$ cat config.mk
export PLATFORM = sky130hd
export DESIGN_NAME = memory_interface_flat
export DESIGN_NICKNAME = d
export VERILOG_FILES = /design/src/rtl/memory_interface_pkg.sv /design/src/rtl/memory_interface_if.sv /design/src/rtl/memory_interface_timeout_counter.sv /design/src/rtl/memory_interface.sv /design/src/flat_wrapper.sv
export SDC_FILE = /design/constraint.sdc
export NUM_CORES = 1
export LEC_CHECK = 0
export ABC_AREA = 0
export CORE_ASPECT_RATIO = 0.6
export CORE_UTILIZATION = 44
export DETAILED_ROUTE_END_ITERATION = 8
export PLACE_DENSITY = 0.86
export RECOVER_POWER = 50
export SETUP_SLACK_MARGIN = 0.02
export SYNTH_ARGS = -nofsm -noshare
export SYNTH_HDL_FRONTEND = slang
export SYNTH_SLANG_ARGS = --single-unit
export TNS_END_PERCENT = 5
$ cat constraint.sdc
create_clock -name clock -period 4.3 [get_ports clock]
set_input_delay 0.86 -clock clock [delete_from_list [all_inputs] [get_ports clock]]
set_output_delay 0.86 -clock clock [all_outputs]
set_load 0.01 [all_outputs]
$ cat src/rtl/memory_interface_pkg.sv
// mem_if_pkg: shared constants for the memory interface slice.
//   DATA_W_DEF / ADDR_W_DEF / TIMEOUT_DEF : parameter defaults
//   ST_*                                  : FSM state encoding
package mem_if_pkg;

  localparam int DATA_W_DEF  = 32;
  localparam int ADDR_W_DEF  = 9;
  localparam int TIMEOUT_DEF = 16;

  typedef logic [1:0] state_t;

  localparam logic [1:0] ST_IDLE    = 2'd0;
  localparam logic [1:0] ST_RD_WAIT = 2'd1;
  localparam logic [1:0] ST_WR_WAIT = 2'd2;

endpackage

$ cat src/rtl/memory_interface_if.sv
// memory_interface_if: request/acknowledge bus between the MAR/MDR block
// and the memory.
//   mem_addr, mem_wdata, mem_req, mem_we : driven by the master
//   mem_rdata, mem_ack                   : driven by the memory (slave)
interface memory_interface_if
  import mem_if_pkg::*;
#(
  parameter int DATA_W = DATA_W_DEF,
  parameter int ADDR_W = ADDR_W_DEF
) ();

  logic [ADDR_W-1:0] mem_addr;
  logic [DATA_W-1:0] mem_wdata;
  logic              mem_req;
  logic              mem_we;
  logic [DATA_W-1:0] mem_rdata;
  logic              mem_ack;

  modport master (
    output mem_addr, mem_wdata, mem_req, mem_we,
    input  mem_rdata, mem_ack
  );

  modport slave (
    input  mem_addr, mem_wdata, mem_req, mem_we,
    output mem_rdata, mem_ack
  );

endinterface

$ cat src/rtl/memory_interface_timeout_counter.sv
// mem_timeout_counter: counts cycles spent waiting for mem_ack.
//   clock   : clock
//   clear   : async reset, active-low
//   start   : restart the count at 0 (request launch)
//   run     : a wait state is active; count advances each cycle
//   expired : run is high and the count has reached TIMEOUT-1
module mem_timeout_counter
  import mem_if_pkg::*;
#(
  parameter int TIMEOUT = TIMEOUT_DEF
) (
  input  logic clock,
  input  logic clear,
  input  logic start,
  input  logic run,
  output logic expired
);

  localparam int CW = (TIMEOUT > 1) ? $clog2(TIMEOUT) : 1;

  logic [CW-1:0] cnt;

  always_ff @(posedge clock or negedge clear) begin
    if (!clear) begin
      cnt <= '0;
    end else if (start || !run) begin
      cnt <= '0;
    end else begin
      cnt <= cnt + 1'b1;
    end
  end

  assign expired = run && (cnt == CW'(TIMEOUT - 1));

endmodule

$ cat src/rtl/memory_interface.sv
// memory_interface: MAR/MDR register pair with a request/ack memory port.
//   clock, clear       : clock and async active-low reset
//   BusMuxOut          : datapath bus value
//   MARin, MDRin       : MAR / MDR load strobes
//   Read, Write        : start a read (with MDRin) / start a write
//   MDR_q              : MDR contents back to the bus mux
//   busy, done, err    : stall, one-cycle completion pulse, sticky error
//   mem                : memory bus (master side)
//
// state    | meaning
// ---------+-----------------------------------------------
// IDLE     | no transaction; accepts loads and new requests
// RD_WAIT  | read outstanding; MDR takes mem_rdata on ack
// WR_WAIT  | write of MDR outstanding
module memory_interface
  import mem_if_pkg::*;
#(
  parameter int DATA_W  = DATA_W_DEF,
  parameter int ADDR_W  = ADDR_W_DEF,
  parameter int TIMEOUT = TIMEOUT_DEF
) (
  input  logic                clock,
  input  logic                clear,
  input  logic [DATA_W-1:0]   BusMuxOut,
  input  logic                MARin,
  input  logic                MDRin,
  input  logic                Read,
  input  logic                Write,
  output logic [DATA_W-1:0]   MDR_q,
  output logic                busy,
  output logic                done,
  output logic                err,
  memory_interface_if.master  mem
);

  state_t            state;
  logic [ADDR_W-1:0] mar;
  logic [ADDR_W-1:0] req_addr;
  logic [DATA_W-1:0] mdr;
  logic              req_q;
  logic              we_q;
  logic              done_q;
  logic              err_q;
  logic              expired;

  logic idle;
  logic rd_start;
  logic wr_start;
  logic conflict;
  logic busy_cmd;
  logic [ADDR_W-1:0] next_mar;

  assign idle     = (state == ST_IDLE);
  assign rd_start = idle && MDRin && Read && !Write;
  assign wr_start = idle && Write && !Read;
  assign conflict = idle && Read && Write;
  assign busy_cmd = !idle && (MDRin || Read || Write);
  assign next_mar = MARin ? BusMuxOut[ADDR_W-1:0] : mar;

  mem_timeout_counter #(.TIMEOUT(TIMEOUT)) u_timeout (
    .clock   (clock),
    .clear   (clear),
    .start   (rd_start || wr_start),
    .run     (!idle),
    .expired (expired)
  );

  always_ff @(posedge clock or negedge clear) begin
    if (!clear) begin
      state    <= ST_IDLE;
      mar      <= '0;
      req_addr <= '0;
      mdr      <= '0;
      req_q    <= 1'b0;
      we_q     <= 1'b0;
      done_q   <= 1'b0;
      err_q    <= 1'b0;
    end else begin
      done_q <= 1'b0;
      mar    <= next_mar;

      if (conflict || busy_cmd) begin
        err_q <= 1'b1;
      end

      case (state)
        ST_IDLE: begin
          // MDR load also covers MDRin+Write, so the write carries the new bus value.
          if (MDRin && !Read) begin
            mdr <= BusMuxOut;
          end
          if (rd_start) begin
            state    <= ST_RD_WAIT;
            req_q    <= 1'b1;
            we_q     <= 1'b0;
            req_addr <= next_mar;
          end else if (wr_start) begin
            state    <= ST_WR_WAIT;
            req_q    <= 1'b1;
            we_q     <= 1'b1;
            req_addr <= next_mar;
          end
        end
        ST_RD_WAIT, ST_WR_WAIT: begin
          // Ack wins over timeout in the last allowed cycle.
          if (mem.mem_ack) begin
            if (state == ST_RD_WAIT) begin
              mdr <= mem.mem_rdata;
            end
            state  <= ST_IDLE;
            req_q  <= 1'b0;
            we_q   <= 1'b0;
            done_q <= 1'b1;
          end else if (expired) begin
            state <= ST_IDLE;
            req_q <= 1'b0;
            we_q  <= 1'b0;
            err_q <= 1'b1;
          end
        end
        default: begin
          state <= ST_IDLE;
          req_q <= 1'b0;
          we_q  <= 1'b0;
        end
      endcase
    end
  end

  // MAR may be reloaded while busy; the bus keeps the address captured at launch.
  assign mem.mem_addr  = req_q ? req_addr : mar;
  assign mem.mem_wdata = mdr;
  assign mem.mem_req   = req_q;
  assign mem.mem_we    = we_q;

  assign MDR_q = mdr;
  assign busy  = req_q;
  assign done  = done_q;
  assign err   = err_q;

endmodule

$ cat src/flat_wrapper.sv
// flat-port wrapper written by rule: the top's interface ports become plain ports
module memory_interface_flat import mem_if_pkg::*;
#(
  parameter int DATA_W  = DATA_W_DEF,
  parameter int ADDR_W  = ADDR_W_DEF,
  parameter int TIMEOUT = TIMEOUT_DEF
)
  (clock, clear, BusMuxOut, MARin, MDRin, Read, Write, MDR_q, busy, done, err, mem_mem_addr, mem_mem_wdata, mem_mem_req, mem_mem_we, mem_mem_rdata, mem_mem_ack);
  memory_interface_if #(.DATA_W(DATA_W), .ADDR_W(ADDR_W)) mem_i ();
  input  logic clock;
  input  logic clear;
  input  logic [DATA_W-1:0] BusMuxOut;
  input  logic MARin;
  input  logic MDRin;
  input  logic Read;
  input  logic Write;
  output logic [DATA_W-1:0] MDR_q;
  output logic busy;
  output logic done;
  output logic err;
  output wire logic [$bits(mem_i.mem_addr)-1:0] mem_mem_addr;
  output wire logic [$bits(mem_i.mem_wdata)-1:0] mem_mem_wdata;
  output wire logic [$bits(mem_i.mem_req)-1:0] mem_mem_req;
  output wire logic [$bits(mem_i.mem_we)-1:0] mem_mem_we;
  input wire logic [$bits(mem_i.mem_rdata)-1:0] mem_mem_rdata;
  input wire logic [$bits(mem_i.mem_ack)-1:0] mem_mem_ack;
  assign mem_mem_addr = mem_i.mem_addr;
  assign mem_mem_wdata = mem_i.mem_wdata;
  assign mem_mem_req = mem_i.mem_req;
  assign mem_mem_we = mem_i.mem_we;
  assign mem_i.mem_rdata = mem_mem_rdata;
  assign mem_i.mem_ack = mem_mem_ack;
  memory_interface #(.DATA_W(DATA_W), .ADDR_W(ADDR_W), .TIMEOUT(TIMEOUT)) u_core (.clock(clock), .clear(clear), .BusMuxOut(BusMuxOut), .MARin(MARin), .MDRin(MDRin), .Read(Read), .Write(Write), .MDR_q(MDR_q), .busy(busy), .done(done), .err(err), .mem(mem_i));
endmodule
==> reports/qor.csv <==
metric,value,unit
avgSynthCellArea,13.4,um2
ys_types,29,
tritoncts,built,
clock_power_share,0.181,
cts_hold_buffers,0,
dpl-instance-area,4390,um2
required,4.48,ns
comb_power_share,0.564,
drt_iter0_drc,28,
tns,0,ns
synth_fa_ha_area_frac,0.0122,
maxSlewHeadroom,-0.192,
die_h,66.9,um
postRouteAntennaNets,0,
fin_cells,441,
cpLargestDelayFamily,buffers and inverters,
num_antenna_cells,0,
crit_buf_inv,2,
arrival,3.27,ns
violations,"max-capacitance violations, max-slew violations",
grt_max_degree,35,
drt_wl_total,7250,um
core-area,6730,um2
die_w,110,um
multi_input_comb_area,1280,um2
rows,23,
synth-simple-area-share,0.0385,
first_pass_iters,4,
whs,0.453,ns
fin_area,4680,um2
internal-power,2590,uW
min_period,3.09,ns
status,finished with violations,
synth_warnings,0,
slew_viol_final,35,
clk_pin_slew,0.05,ns
cts_resized,0,
vias,2186,
path_class,in2async,
rsz0062_at_grt,no,
syn_to_final_growth,51.5,%
synth_area,3090,um2
ioPinCount,149,
ys_seq_elements,59,
dieArea,7370,um2
grt_use_total,0.214,
gp_congestion,0.855,
synth_top_family_by_area,multiplexers,
tightestPinTransition,1.79,ns
finalHoldViolCount,0,
post-route-period-util,0.719,
postCtsSetupRepairBufs,0,
end_kind,async pin,
synthCells,231,
ir_drop,425,uV
worst_path_max_delay_cell,clkbuf_1,
wl_per_cell,16.4,um
hp-class,reg2reg,
synth_xor_area_frac,0.00567,
nNetsFinal,423,
clock.fmax,324,MHz
drc,0,
slowest_delay,1.26,ns
cp_max_fo,34,
worstPathCellList,clkbuf_1 > clkbuf_1,
fillers,516,
insertion_delay,0.32,ns
final_common_cell,clkdlybuf4s50_1,
worstSetupStartpointType,input pin,
swShare,0.330,
gr-total-overflow,0,
drive_above_1_share,0.282,
synthMuxAreaShare,0.332,
synth_compound_gate_area_share,0.0267,
viasPerCell,4.96,
port_buffers,148,
initial_core_util,0.459,
clock-sinks,59,
fin_skew,0.00778,ns
cts_max_level,3,
syn_nets,305,
grt_pass1_wl,11400,um
power_per_cell_area,826,nW/um2
setup_viol,0,
hpwl,5370,um
p_seq_frac,0.255,
power,3860,uW
cp_common_cell,clkbuf_1,
cts-root-buf,clkbuf_16,
seqCellArea,1480,um2
most-common-layout-cells,"122 x clkdlybuf4s50_1, 82 x mux2_2, 59 x dfrtp_1",
synth_seq_area_share,0.478,
p_leak,0.00189,uW
maxCapViolations,1,
antenna_found_initial,0,
grt_pass1_vias,2264,
cts_buffer_depth,2,
place_inst,425,
cts_made_buffers,9,
p_sw,1270,uW
final cells by class:
cell class / instances / area share
clock buffers: 11 / 0.0519
clock inverters: 5 / 0.0112
well taps: 87 / 0.0233
repair buffers: 151 / 0.321
inverters: 4 / 0.00321
multi-input cells: 124 / 0.274
flip-flops and latches: 59 / 0.316
cells by family after synthesis:
group	count (synthesis)
AO/OA/AOI/OAI	8
buffers and inverters	48
AND/OR/NAND/NOR	20
adder cells (fa/ha/maj)	3
multiplexers	91
flip-flops	59
XOR/XNOR	2
registers in the layout (all words and copies together) (netlist names):
name                  cells
u_core.req_addr           9
u_core.mar                9
u_core.MDR_q             32
u_core.err                1
u_core.busy               1
u_core.state              2
u_core.u_timeout.cnt      4
u_core.done               1
path summary, 6_finish.rpt:
path / start / to / slack [ns] / cells after the start
worst max-delay path: clear / u_core.MDR_q[10]$_DFFE_PN0P_ / 1.21 / 2
worst min-delay path: u_core.u_timeout.cnt[0]$_DFF_PN0_ / u_core.u_timeout.cnt[0]$_DFF_PN0_ / 0.45 / 1
worst max register to register: u_core.state[0]$_DFFE_PN0P_ / u_core.MDR_q[10]$_DFFE_PN0P_ / 1.32 / 6
worst min register to register: u_core.u_timeout.cnt[0]$_DFF_PN0_ / u_core.u_timeout.cnt[0]$_DFF_PN0_ / 0.45 / 1
max in group clock: u_core.state[0]$_DFFE_PN0P_ / u_core.MDR_q[10]$_DFFE_PN0P_ / 1.32 / 6
min in group asynchronous: clear / u_core.mar[1]$_DFF_PN0_ / 1.02 / 1
cells in the mapped netlist:
master,number,share of area
nand4b_1,1,0.0028
a2111oi_4,1,0.0089
nand3_1,3,0.0049
buf_6,3,0.011
nand4_1,1,0.0020
a21boi_0,1,0.0024
clkbuf_1,6,0.0073
dfrtp_1,59,0.48
nand3b_1,1,0.0024
o211ai_1,1,0.0024
buf_2,1,0.0016
xnor2_1,1,0.0028
xor2_1,1,0.0028
nor2_1,6,0.0073
a211o_1,1,0.0028
and2b_1,1,0.0024
and2_1,2,0.0040
nor2b_1,1,0.0020
nand2b_4,1,0.0045
mux2_1,4,0.015
a32oi_1,1,0.0028
nand2b_1,3,0.0061
o21ai_0,1,0.0016
mux2_2,87,0.32
o32ai_1,1,0.0028
o2bb2ai_1,1,0.0028
buf_4,34,0.083
ha_1,3,0.012
inv_1,4,0.0049
per-stage QoR:
stage | setup WS, ns | utilization
floorplan | 2.17 | -
global placement | 1.20 | 0.652
detailed placement | 1.15 | 0.652
CTS | 1.26 | 0.696
global route | 0.589 | 0.695
finish | 1.21 | 0.695
power groups by stage:
stage | Sequential, uW | Combinational, uW | Clock [uW]
2_1_floorplan | 1030 | 1420 | 0
3_3_place_gp | 986 | 2210 | 0
3_5_place_dp | 1000 | 2250 | 0
4_1_cts | 998 | 2260 | 716
5_1_grt | 1020 | 2350 | 746
6_report | 987 | 2180 | 699
routing by layer:
| layer | GRT usage | routed length [um] | part of all wire | vias up |
|---|---|---|---|---|
| met1 | 0.242 | 2860 | 0.39 | 1061 |
| li1 | - | - | - | 1016 |
| met2 | 0.360 | 3510 | 0.48 | 102 |
| met4 | 0.0592 | 54 | 0.0075 | 0 |
| met3 | 0.107 | 828 | 0.11 | 7 |
| met5 | 0 | 0 | 0 | - |
(Power assumes the default switching activity.)
